==> src/rtl/pim_scheduler_if.sv <==
// Job/issue/result handshake bundle between the scheduler and its neighbours.
// master = partitioner/units/aggregator side, slave = scheduler side.
interface pim_scheduler_if #(
    parameter int NUM_PIM   = 4,
    parameter int TAG_WIDTH = 8
);
    localparam int UW = $clog2(NUM_PIM);

    logic                 job_valid;
    logic                 job_ready;
    logic [TAG_WIDTH-1:0] job_tag;
    logic [NUM_PIM-1:0]   pim_valid;
    logic [NUM_PIM-1:0]   pim_result_valid;
    logic                 out_valid;
    logic                 out_ready;
    logic [UW-1:0]        out_unit;
    logic [TAG_WIDTH-1:0] out_tag;
    logic                 out_timeout;
    logic [UW:0]          busy_count;
    logic                 err;

    modport master (
        output job_valid, job_tag, pim_result_valid, out_ready,
        input  job_ready, pim_valid, out_valid, out_unit, out_tag,
               out_timeout, busy_count, err
    );

    modport slave (
        input  job_valid, job_tag, pim_result_valid, out_ready,
        output job_ready, pim_valid, out_valid, out_unit, out_tag,
               out_timeout, busy_count, err
    );
endinterface

==> src/rtl/pim_scheduler.sv <==
// Round-robin job scheduler for NUM_PIM multiply units with a registered result stage.
// Optional per-unit watchdog enabled by defining PIM_SCHED_TIMEOUT_EN.
module pim_sched_slot #(
    parameter int TAG_WIDTH = 8,
    parameter int TIMEOUT   = 64
) (
    input  logic                 clk,
    input  logic                 rst,
    input  logic                 dispatch,
    input  logic                 result,
    input  logic                 rel,
    input  logic [TAG_WIDTH-1:0] tag_in,
    output logic                 idle,
    output logic                 done,
    output logic                 active_next,
    output logic [TAG_WIDTH-1:0] tag,
    output logic                 timed_out,
    output logic                 err_pulse
);
    typedef enum logic [1:0] {S_IDLE, S_BUSY, S_DONE} slot_state_e;

    slot_state_e          state_q, state_d;
    logic [TAG_WIDTH-1:0] tag_q, tag_d;
    logic                 to_q, to_d;
    logic                 wd_expire;

`ifdef PIM_SCHED_TIMEOUT_EN
    localparam int CW = $clog2(TIMEOUT + 1);
    logic [CW-1:0] cnt_q, cnt_d;

    always_comb begin
        cnt_d     = cnt_q;
        wd_expire = 1'b0;
        if (dispatch) begin
            cnt_d = '0;
        end else if (state_q == S_BUSY) begin
            cnt_d     = cnt_q + 1'b1;
            wd_expire = (cnt_d == CW'(TIMEOUT));
        end
    end

    always_ff @(posedge clk) begin
        if (!rst) cnt_q <= '0;
        else      cnt_q <= cnt_d;
    end
`else
    assign wd_expire = 1'b0;
`endif

    always_comb begin
        state_d   = state_q;
        tag_d     = tag_q;
        to_d      = to_q;
        err_pulse = 1'b0;
        case (state_q)
            S_IDLE: begin
                err_pulse = result;
                if (dispatch) begin
                    state_d = S_BUSY;
                    tag_d   = tag_in;
                    to_d    = 1'b0;
                end
            end
            S_BUSY: begin
                // A real result arriving on the expiry cycle wins over the watchdog.
                if (result) begin
                    state_d = S_DONE;
                end else if (wd_expire) begin
                    state_d   = S_DONE;
                    to_d      = 1'b1;
                    err_pulse = 1'b1;
                end
            end
            S_DONE: begin
                err_pulse = result;
                if (rel) begin
                    state_d = S_IDLE;
                    to_d    = 1'b0;
                end
            end
            default: state_d = S_IDLE;
        endcase
    end

    always_ff @(posedge clk) begin
        if (!rst) begin
            state_q <= S_IDLE;
            tag_q   <= '0;
            to_q    <= 1'b0;
        end else begin
            state_q <= state_d;
            tag_q   <= tag_d;
            to_q    <= to_d;
        end
    end

    assign idle        = (state_q == S_IDLE);
    assign done        = (state_q == S_DONE);
    assign active_next = (state_d != S_IDLE);
    assign tag         = tag_q;
    assign timed_out   = to_q;
endmodule

module pim_scheduler #(
    parameter int NUM_PIM   = 4,
    parameter int TAG_WIDTH = 8,
    parameter int TIMEOUT   = 64
) (
    input  logic               clk,
    input  logic               rst,
    pim_scheduler_if.slave     bus
);
    localparam int UW = $clog2(NUM_PIM);
    localparam int CW = UW + 1;

    logic [NUM_PIM-1:0]                idle, done, active_nx, err_pulse, to_flag;
    logic [NUM_PIM-1:0]                disp_oh, rel_oh, cand;
    logic [NUM_PIM-1:0][TAG_WIDTH-1:0] tags;

    logic [UW-1:0]        disp_ptr_q, disp_ptr_d, ret_ptr_q, ret_ptr_d;
    logic [UW-1:0]        disp_sel, ret_sel;
    logic                 disp_hit, ret_hit, dispatch, rel, load;
    logic                 out_valid_q, out_valid_d, out_to_q, out_to_d, err_q, err_d;
    logic [UW-1:0]        out_unit_q, out_unit_d;
    logic [TAG_WIDTH-1:0] out_tag_q, out_tag_d;
    logic [CW-1:0]        busy_count_q, busy_count_d;

    function automatic logic [UW-1:0] wrap_add(logic [UW-1:0] p, int i);
        return UW'((int'(p) + i) % NUM_PIM);
    endfunction

    for (genvar g = 0; g < NUM_PIM; g++) begin : g_slot
        pim_sched_slot #(.TAG_WIDTH(TAG_WIDTH), .TIMEOUT(TIMEOUT)) u_slot (
            .clk         (clk),
            .rst         (rst),
            .dispatch    (disp_oh[g]),
            .result      (bus.pim_result_valid[g]),
            .rel         (rel_oh[g]),
            .tag_in      (bus.job_tag),
            .idle        (idle[g]),
            .done        (done[g]),
            .active_next (active_nx[g]),
            .tag         (tags[g]),
            .timed_out   (to_flag[g]),
            .err_pulse   (err_pulse[g])
        );
    end

    // Both scans walk downward so the nearest hit past the pointer wins.
    always_comb begin
        disp_hit = 1'b0;
        disp_sel = '0;
        ret_hit  = 1'b0;
        ret_sel  = '0;
        for (int i = NUM_PIM - 1; i >= 0; i--) begin
            if (idle[wrap_add(disp_ptr_q, i)]) begin
                disp_hit = 1'b1;
                disp_sel = wrap_add(disp_ptr_q, i);
            end
            if (cand[wrap_add(ret_ptr_q, i)]) begin
                ret_hit = 1'b1;
                ret_sel = wrap_add(ret_ptr_q, i);
            end
        end
    end

    assign bus.job_ready = |idle;
    assign dispatch      = rst && bus.job_valid && disp_hit;
    assign rel           = out_valid_q && bus.out_ready;
    assign load          = !out_valid_q || rel;
    assign cand          = done & ~rel_oh;

    always_comb begin
        disp_oh = '0;
        rel_oh  = '0;
        if (dispatch) disp_oh[disp_sel] = 1'b1;
        if (rel)      rel_oh[out_unit_q] = 1'b1;
    end

    always_comb begin
        disp_ptr_d   = dispatch ? wrap_add(disp_sel, 1) : disp_ptr_q;
        ret_ptr_d    = ret_ptr_q;
        out_valid_d  = out_valid_q;
        out_unit_d   = out_unit_q;
        out_tag_d    = out_tag_q;
        out_to_d     = out_to_q;
        err_d        = err_q | (|err_pulse);
        busy_count_d = '0;
        for (int i = 0; i < NUM_PIM; i++) busy_count_d = busy_count_d + CW'(active_nx[i]);
        if (load) begin
            out_valid_d = ret_hit;
            if (ret_hit) begin
                out_unit_d = ret_sel;
                out_tag_d  = tags[ret_sel];
                out_to_d   = to_flag[ret_sel];
                ret_ptr_d  = wrap_add(ret_sel, 1);
            end
        end
    end

    always_ff @(posedge clk) begin
        if (!rst) begin
            disp_ptr_q   <= '0;
            ret_ptr_q    <= '0;
            out_valid_q  <= 1'b0;
            out_unit_q   <= '0;
            out_tag_q    <= '0;
            out_to_q     <= 1'b0;
            busy_count_q <= '0;
            err_q        <= 1'b0;
        end else begin
            disp_ptr_q   <= disp_ptr_d;
            ret_ptr_q    <= ret_ptr_d;
            out_valid_q  <= out_valid_d;
            out_unit_q   <= out_unit_d;
            out_tag_q    <= out_tag_d;
            out_to_q     <= out_to_d;
            busy_count_q <= busy_count_d;
            err_q        <= err_d;
        end
    end

    assign bus.pim_valid   = disp_oh;
    assign bus.out_valid   = out_valid_q;
    assign bus.out_unit    = out_unit_q;
    assign bus.out_tag     = out_tag_q;
    assign bus.out_timeout = out_to_q;
    assign bus.busy_count  = busy_count_q;
    assign bus.err         = err_q;
endmodule

==> src/flat_wrapper.sv <==
// flat-port wrapper written by rule: the top's interface ports become plain ports
module pim_scheduler_flat 
#(
    parameter int NUM_PIM   = 4,
    parameter int TAG_WIDTH = 8,
    parameter int TIMEOUT   = 64
)
  (clk, rst, bus_job_valid, bus_job_tag, bus_pim_result_valid, bus_out_ready, bus_job_ready, bus_pim_valid, bus_out_valid, bus_out_unit, bus_out_tag, bus_out_timeout, bus_busy_count, bus_err);
  pim_scheduler_if #(.NUM_PIM(NUM_PIM), .TAG_WIDTH(TAG_WIDTH)) bus_i ();
  input  logic clk;
  input  logic rst;
  input wire logic [$bits(bus_i.job_valid)-1:0] bus_job_valid;
  input wire logic [$bits(bus_i.job_tag)-1:0] bus_job_tag;
  input wire logic [$bits(bus_i.pim_result_valid)-1:0] bus_pim_result_valid;
  input wire logic [$bits(bus_i.out_ready)-1:0] bus_out_ready;
  output wire logic [$bits(bus_i.job_ready)-1:0] bus_job_ready;
  output wire logic [$bits(bus_i.pim_valid)-1:0] bus_pim_valid;
  output wire logic [$bits(bus_i.out_valid)-1:0] bus_out_valid;
  output wire logic [$bits(bus_i.out_unit)-1:0] bus_out_unit;
  output wire logic [$bits(bus_i.out_tag)-1:0] bus_out_tag;
  output wire logic [$bits(bus_i.out_timeout)-1:0] bus_out_timeout;
  output wire logic [$bits(bus_i.busy_count)-1:0] bus_busy_count;
  output wire logic [$bits(bus_i.err)-1:0] bus_err;
  assign bus_i.job_valid = bus_job_valid;
  assign bus_i.job_tag = bus_job_tag;
  assign bus_i.pim_result_valid = bus_pim_result_valid;
  assign bus_i.out_ready = bus_out_ready;
  assign bus_job_ready = bus_i.job_ready;
  assign bus_pim_valid = bus_i.pim_valid;
  assign bus_out_valid = bus_i.out_valid;
  assign bus_out_unit = bus_i.out_unit;
  assign bus_out_tag = bus_i.out_tag;
  assign bus_out_timeout = bus_i.out_timeout;
  assign bus_busy_count = bus_i.busy_count;
  assign bus_err = bus_i.err;
  pim_scheduler #(.NUM_PIM(NUM_PIM), .TAG_WIDTH(TAG_WIDTH), .TIMEOUT(TIMEOUT)) u_core (.clk(clk), .rst(rst), .bus(bus_i));
endmodule
==> config.mk <==
export PLATFORM = sky130hd
export DESIGN_NAME = pim_scheduler_flat
export DESIGN_NICKNAME = d
export VERILOG_FILES = /design/src/rtl/pim_scheduler_if.sv /design/src/rtl/pim_scheduler.sv /design/src/flat_wrapper.sv
export SDC_FILE = /design/constraint.sdc
export NUM_CORES = 1
export LEC_CHECK = 0
export CAP_MARGIN = 20
export CORE_ASPECT_RATIO = 1.2
export CORE_MARGIN = 4
export CORE_UTILIZATION = 45
export CTS_CLUSTER_DIAMETER = 60
export DETAILED_ROUTE_END_ITERATION = 12
export PLACE_DENSITY = 0.67
export RECOVER_POWER = 100
export SETUP_SLACK_MARGIN = 0.05
export SLEW_MARGIN = 20
export SYNTH_ARGS = -nofsm -noshare
export SYNTH_HDL_FRONTEND = slang
export SYNTH_SLANG_ARGS = --single-unit
==> constraint.sdc <==
create_clock -name clk -period 4.5 [get_ports clk]
set_clock_uncertainty 0.1 [all_clocks]
set_input_delay 0.675 -clock clk [delete_from_list [all_inputs] [get_ports clk]]
set_output_delay 0.675 -clock clk [all_outputs]
set_load 0.05 [all_outputs]
# ---- Yosys cells after proc, flatten, opt, wreduce, memory -nomap -nowiden
# Cells that the tools add are included.
dict set report op_classes {
  addsub 11
  multipliers 0
  div 0
  n_lt_le_gt_ge 13
  eq_ne 16
  shifts 0
  n_mux 74
  bitwise 3
  n_reduce_logical 34
}
# cell count
set op_table {}
lappend op_table {{2-bit 2-to-1 mux} 20}
lappend op_table {{2-bit by 3-bit < comparator with 1-bit output, second input constant} 11}
lappend op_table {{1-bit 2-to-1 mux} 31}
lappend op_table {{2-bit case mux with 3 select lines} 4}
lappend op_table {{1-bit binary-select mux with 2-bit select} 9}
lappend op_table {{8-bit binary-select mux with 2-bit select} 1}
lappend op_table {{2-bit nonzero test} 8}
lappend op_table {{3-bit AND reduction} 4}
lappend op_table {{2-bit AND reduction} 5}
lappend op_table {{2-bit by 1-bit adder with 2-bit output, second input constant} 4}
lappend op_table {{2-bit adder, second input constant} 4}
lappend op_table {{2-bit by 1-bit equality test with 1-bit output, second input constant} 4}
lappend op_table {{2-bit equality test, second input constant} 4}
lappend op_table {{2-bit logical NOT} 4}
lappend op_table {{4-bit 2-to-1 mux} 2}
lappend op_table {{8-bit 2-to-1 mux} 1}
lappend op_table {{2-bit by 1-bit inequality test with 1-bit output, second input constant} 4}
lappend op_table {{2-bit inequality test, second input constant} 4}
lappend op_table {{1-bit case mux with 2 select lines} 4}
lappend op_table {{2-bit OR reduction} 4}
lappend op_table {{4-bit OR reduction} 2}
lappend op_table {{3-bit by 1-bit adder with 3-bit output} 2}
lappend op_table {{1-bit logical AND} 5}
lappend op_table {{4-bit bitwise AND} 1}
lappend op_table {{7 further kinds} 9}
dict set report totals {
  register_bits 64
  latch_bits 0
  ramBits 0
  rom_bits 0
  out_inout_bits 21
  n_memories 0
}

# ---- Longest topological paths before layout
dict set report depth {
  ltp_word 18
  ltp_mapped 10
  ltp_nobuf 9
}

# ---- Hierarchy
# Synthesis repeated with hierarchy kept, for this count alone.
dict set report hier_totals {
  hier_cells 370
  hier_area_um2 3266.9
}
# module n_inst cells_per_inst area_each_um2 seq_area_each_um2
set modules_own_cells {}
lappend modules_own_cells {pim_sched_slot 4 52 451.7 200.2}
lappend modules_own_cells {pim_scheduler 1 162 1460.2 400.4}

# ---- Worst setup path before layout
# Ideal clock, no wire load.
dict set report synth_timing {
  path_type {register to register}
  from {register u_core.disp_ptr_q[1]}
  to {register u_core.busy_count_q[1], in the netlist u_core.bus.busy_count[1]}
  arrival_time_ps 2604
  t_required_ps 4285
  slack_ps 1681
  stages_incl_launch_ff 10
  n_path_buf 1
  path_cell_list {dfxtp_1 > or4_1 > and3_4 > o2111ai_1 > buf_4 > nand3_1 > ha_1 > fa_1 > ha_1 > and2_1}
}
dict set report synth_via {
  elab_chain_len 18
  elab_cells_between_ends 41
  classes_between {6 x add/sub; 2 x order compare; 27 x mux; 6 x reduce/logical}
}
# item line_no
set synth_lines {}
lappend synth_lines {{start, declared} pim_scheduler.sv:120} ;# logic [UW-1:0] disp_ptr_q, disp_ptr_d, ret_ptr_q, ret_ptr_d;
lappend synth_lines {{start signal, assigned} pim_scheduler.sv:212} ;# disp_ptr_q <= disp_ptr_d;
lappend synth_lines {{2-bit adder} pim_scheduler.sv:129} ;# return UW'((int'(p) + i) % NUM_PIM);
lappend synth_lines {{1-bit binary-select mux with 2-bit select} pim_scheduler.sv:156} ;# if (idle[wrap_add(disp_ptr_q, i)]) begin
lappend synth_lines {{1-bit 2-to-1 mux (not written as such)} pim_scheduler.sv:156}
lappend synth_lines {{2-bit 2-to-1 mux (4 in a row)} pim_scheduler.sv:156}
lappend synth_lines {{2-bit by 3-bit < comparator with 1-bit output (not written as such) / 2-bit by 1-bit greater-or-equal comparator with 1-bit output (equally long branches)} pim_scheduler.sv:176} ;# if (dispatch) disp_oh[disp_sel] = 1'b1;
lappend synth_lines {{1-bit logical AND (not written as such)} pim_scheduler.sv:176}
lappend synth_lines {{1-bit 2-to-1 mux (not written as such)} pim_scheduler.sv:176}
lappend synth_lines {{1-bit demux with 2-bit select} n/a}
lappend synth_lines {{4-bit 2-to-1 mux (*)} pim_scheduler.sv:176}
lappend synth_lines {{2-bit 2-to-1 mux} pim_scheduler.sv:58} ;# if (dispatch) begin
lappend synth_lines {{2-bit case mux with 3 select lines} pim_scheduler.sv:55} ;# case (state_q)
lappend synth_lines {{2-bit nonzero test} pim_scheduler.sv:99} ;# assign active_next = (state_d != S_IDLE);
lappend synth_lines {{1-bit by 1-bit adder with 2-bit output} pim_scheduler.sv:189} ;# for (int i = 0; i < NUM_PIM; i++) busy_count_d = busy_count_d + CW'(active_nx[i]);
lappend synth_lines {{3-bit by 1-bit adder with 3-bit output} pim_scheduler.sv:189}
lappend synth_lines {{3-bit by 1-bit adder with 3-bit output (*)} pim_scheduler.sv:189}
lappend synth_lines {{net u_core.busy_count_d[1]} pim_scheduler.sv:126} ;# logic [CW-1:0] busy_count_q, busy_count_d;
lappend synth_lines {{end signal, assigned} pim_scheduler.sv:218} ;# busy_count_q <= busy_count_d;
lappend synth_lines {{end, declared} pim_scheduler.sv:126}
# The timed path passes the listed nets; every way through them passes the cells marked *. The select of a mux whose other input is x is not followed.
# A chain may end at the register's enable or synchronous reset.

# ---- Final worst setup path
dict set report layout_timing {
  from {input port bus_job_valid}
  to {output port bus_pim_valid[2]}
}
dict set report layout_via {
  elab_chain_len 3
}
# item line_no
set layout_lines {}
lappend layout_lines {{start, declared} flat_wrapper.sv:12} ;# input wire logic [$bits(bus_i.job_valid)-1:0] bus_job_valid;
lappend layout_lines {{1-bit logical AND (2 in a row)} pim_scheduler.sv:168} ;# assign dispatch = rst && bus.job_valid && disp_hit;
lappend layout_lines {{4-bit 2-to-1 mux} pim_scheduler.sv:176}
lappend layout_lines {{end, declared} flat_wrapper.sv:17} ;# output wire logic [$bits(bus_i.pim_valid)-1:0] bus_pim_valid;
# Every way passes these cells.

==> summary.md <==
| Metric | Value |
|---|---|
| Outcome | `finished, violations left` |
| Failing checks | `max-capacitance violations, max-slew violations` |
| Final Power | `1.234 mW` |
| Met2 usage | `28.93%` |
| Fill count | `558` |
| Root Buffer | `clkbuf_8` |
| Gr ovfl total | `0` |
| CTS clk-pin slew, worst paths | `roughly 0.060 ns` |
| IO Count | `37` |
| Clock Tree Buf Depth | `2` |
| Leading post-synthesis cells by cell area | `dfxtp_1 43%, mux2i_1 18%, nor2_1 6.8%, nand3_1 2.6%, o221ai_1 2.2%` |
| Synth area leader | `dfxtp_1` |
| Hold path endpoint | `u_core.bus.out_tag[2]$_SDFFE_PN0P_` |
| Met1 GRT Util | `21.29%` |
| Hold Startpoint | `u_core.bus.out_tag[2]$_SDFFE_PN0P_` |
| Register Area | `1181 um^2` |
| Pwr dens | `approximately 370 nW/um^2` |
| N_diodes | `0` |
| Ratio of cells with drive above 1 in the final layout | `9.846%` |
| Synthesized flop and latch total | `59` |
| Core region area | `around 5800 um^2` |
| Htree depth | `3` |
| Peak supply drop | `0.0002725 V` |
| Die Width | `approximately 79 um` |
| Cells after Synth | `286` |
| Pleak | `around 1.4 nW` |
| DR DRC count | `0` |
| Worst R2R End | `u_core.bus.busy_count[1]$_SDFF_PN0_` |
| YS warnings | `0` |
| Largest net degree at the start of global routing | `44` |
| Final period utilization | `79.96%` |
| Min Tclk post-route | `3.598 ns` |
| Met3 usage | `under 10%` |
| Startpoint Class | `input port` |
| Register area share after synthesis | `43.03%` |
| Vias in the first global route | `2101` |
| DR iter-0 viols | `74` |
| R2R Setup Slk | `1.25 ns` |
| Num CTS Buffers | `9` |
| Post-synth top area share | `43.03%` |
| Setup repair bufs after CTS | `0` |
| Slowest stage cell, crit path | `clkbuf_1` |
| Main synth FF type | `dfxtp_1` |
| Dpl hpwl | `4161 um` |
| Synth unique cells | `52` |
| Die height | `just over 90 um` |
| Final slew viol count | `between 40 and 50` |
| Final Core Density | `56.97%` |
| Vias per cell | `5.254` |
| First-pass GRT wire length | `10070 um` |
| Worst hold path type | `reg -> reg` |
| # hold bufs at CTS | `0` |
| Largest stage delay, worst path | `0.65 ns` |
| Pre-CTS setup slack | `1.252 ns` |
| Final Hold Vio Count | `0` |
| Initial Util | `47.49%` |
| Critical path required time | `3.72 ns` |
| Rel. slew slack | `-28.15%` |
| Actual slew at the worst max-slew pin | `1.922 ns` |
| RSZ-0062 raised after global routing | `false` |
| Setup tns final | `0 ns` |
| CP Max Fanout | `9` |
| Multi-input gate area | `about 1400 um^2` |
| Resized Gates After CTS | `0` |
| Mean Syn Cell Area | `9.598 um^2` |
| Most frequent cells in the layout | `59 x dfxtp_1, 50 x nor2_1, 49 x mux2i_1, 18 x dlygate4sd3_1, 14 x nand3_1` |
| Commonest non-fill, non-tap cell in the layout | `dfxtp_1` |
| Worst Setup End Kind | `output pin` |
| Async SR Flop Fraction | `0%` |
| Die area | `7419 um^2` |
| Crit path kind | `in -> out` |
| Post-layout nets | `about 340` |
| EDFF count, synth | `0` |
| CTS tree | `yes` |
| FF-to-FF path depth | `9` |
| Syn Nets | `305` |
| Port Buffers | `35` |
| Setup violators final | `0` |
| Max Freq | `~0.28 GHz` |
| DP Area | `3122 um^2` |
| GRT Util Overall | `around 18%` |
| Cell Chain, Critical Path | `clkdlybuf4s50_1 > o41a_1 > nand2_1 > nor4_4 > clkbuf_1 > buf_4` |
| Antenna violations before repair | `0` |
| Setup WS post-layout | `0.9018 ns` |
| Non-filler cells, final | `405` |
| Final Routed Wirelength | `5984 um` |
| Cells after DPL | `389` |
| Total clock sinks | `59` |
| Worst-Skew Late Latency | `0.34 ns` |
| Vias | `2128` |
| Area grow syn2layout | `19.96%` |
| Drt pass-1 iters | `4` |
| Design Area, Final | `3293 um^2` |
| Final GP Congestion | `0.8163` |
| Post-route ant nets | `0` |
| Final Hold Slack | `0.3937 ns` |
| FF-to-FF Start | `u_core.disp_ptr_q[1]$_SDFFE_PN0P_` |
| Gr busiest metal | `met2` |
| MaxCap Viol Count | `1` |
| Min-Delay Path Depth | `2` |
| Average routed wire per standard cell | `about 15 um` |
| Arrival time of the worst setup path | `2.82 ns` |
| Synth Cell Area | `2745 um^2` |
| Num rows | `30` |
==> layer usage <==
metal | wire (um) | vias to the layer above
met2 | 2859 | 42
met1 | 2732 | 994
met3 | 237 | 10
met5 | 0 | -
met4 | 154 | 0
li1 | - | 1082
==> cell type report <==
cell class	instances	area share [%]
clock buffer	11	4.293
sequential	59	35.87
clock inverter	5	1.596
timing repair buffer	42	11.85
multi-input combinational	199	42.33
tap	80	3.040
inverter	9	1.026
==> kinds of logic after synthesis <==
family | share of synthesized area, %
adders and majority gates | 1.641
muxes | 17.87
and+or+nand+nor | 19.51
xor gates and xnor gates | 0.6382
buffers and inverters | 5.925
AOI/OAI and AO/OA | 11.26
other | 0.1366
DFF | 43.03
==> power by group <==
| part | internal [mW] | total (mW) | switching, mW |
|---|---|---|---|
| clock network | 0.268 | 0.472 | 0.204 |
| logic | 0.0811 | 0.197 | 0.116 |
| registers | 0.547 | 0.565 | 0.0179 |
==> cells in the mapped netlist, types with 2 or more instances <==
| master | instances |
|---|---|
| ha_1 | 2 |
| o21a_1 | 5 |
| nand2b_1 | 4 |
| a21oi_1 | 8 |
| o2111ai_1 | 2 |
| o21ai_0 | 5 |
| or2_2 | 4 |
| nand3_1 | 14 |
| nor2_1 | 50 |
| dfxtp_1 | 59 |
| nor3b_1 | 2 |
| o221ai_1 | 7 |
| mux2i_1 | 49 |
| o22ai_1 | 2 |
| inv_1 | 8 |
| and2_1 | 3 |
| buf_6 | 4 |
| clkbuf_1 | 7 |
| nand4_1 | 2 |
| nand3b_1 | 4 |
| buf_4 | 7 |
| nand2_1 | 6 |
| nor3_1 | 2 |
| or4_1 | 2 |
==> worst max-delay path by stage <==
stage,start,endpoint,slack (ns),depth (start not counted)
after global routing,rst,bus_pim_valid[0],0.78,6
after detailed placement,bus_out_ready,u_core.bus.out_tag[6]$_SDFFE_PN0P_,1.25,7
final,bus_job_valid,bus_pim_valid[2],0.90,6
after global placement,bus_job_valid,u_core.bus.busy_count[1]$_SDFF_PN0_,1.29,9
after floorplan,u_core.disp_ptr_q[1]$_SDFFE_PN0P_,u_core.bus.busy_count[1]$_SDFF_PN0_,1.68,9
after CTS,bus_job_valid,bus_pim_valid[2],1.33,6
==> state kept, by name, indices dropped and copies added, names as in the netlist <==
name and count:
u_core.disp_ptr_q 2, u_core.ret_ptr_q 2, u_core.bus.out_unit 2, u_core.bus.err 1, u_core.g_slot.u_slot.state_q 8, u_core.bus.busy_count 3, u_core.bus.out_tag 8, u_core.g_slot.u_slot.tag 32
u_core.bus.out_valid 1
==> worst max-delay path: cells and delay by family <==
kind | cells | cell delay, ns
buf+inv | 3 | 1.44
simple gates | 2 | 0.41
compound gates | 1 | 0.30
No activity file was read; power rests on OpenSTA's default activity.
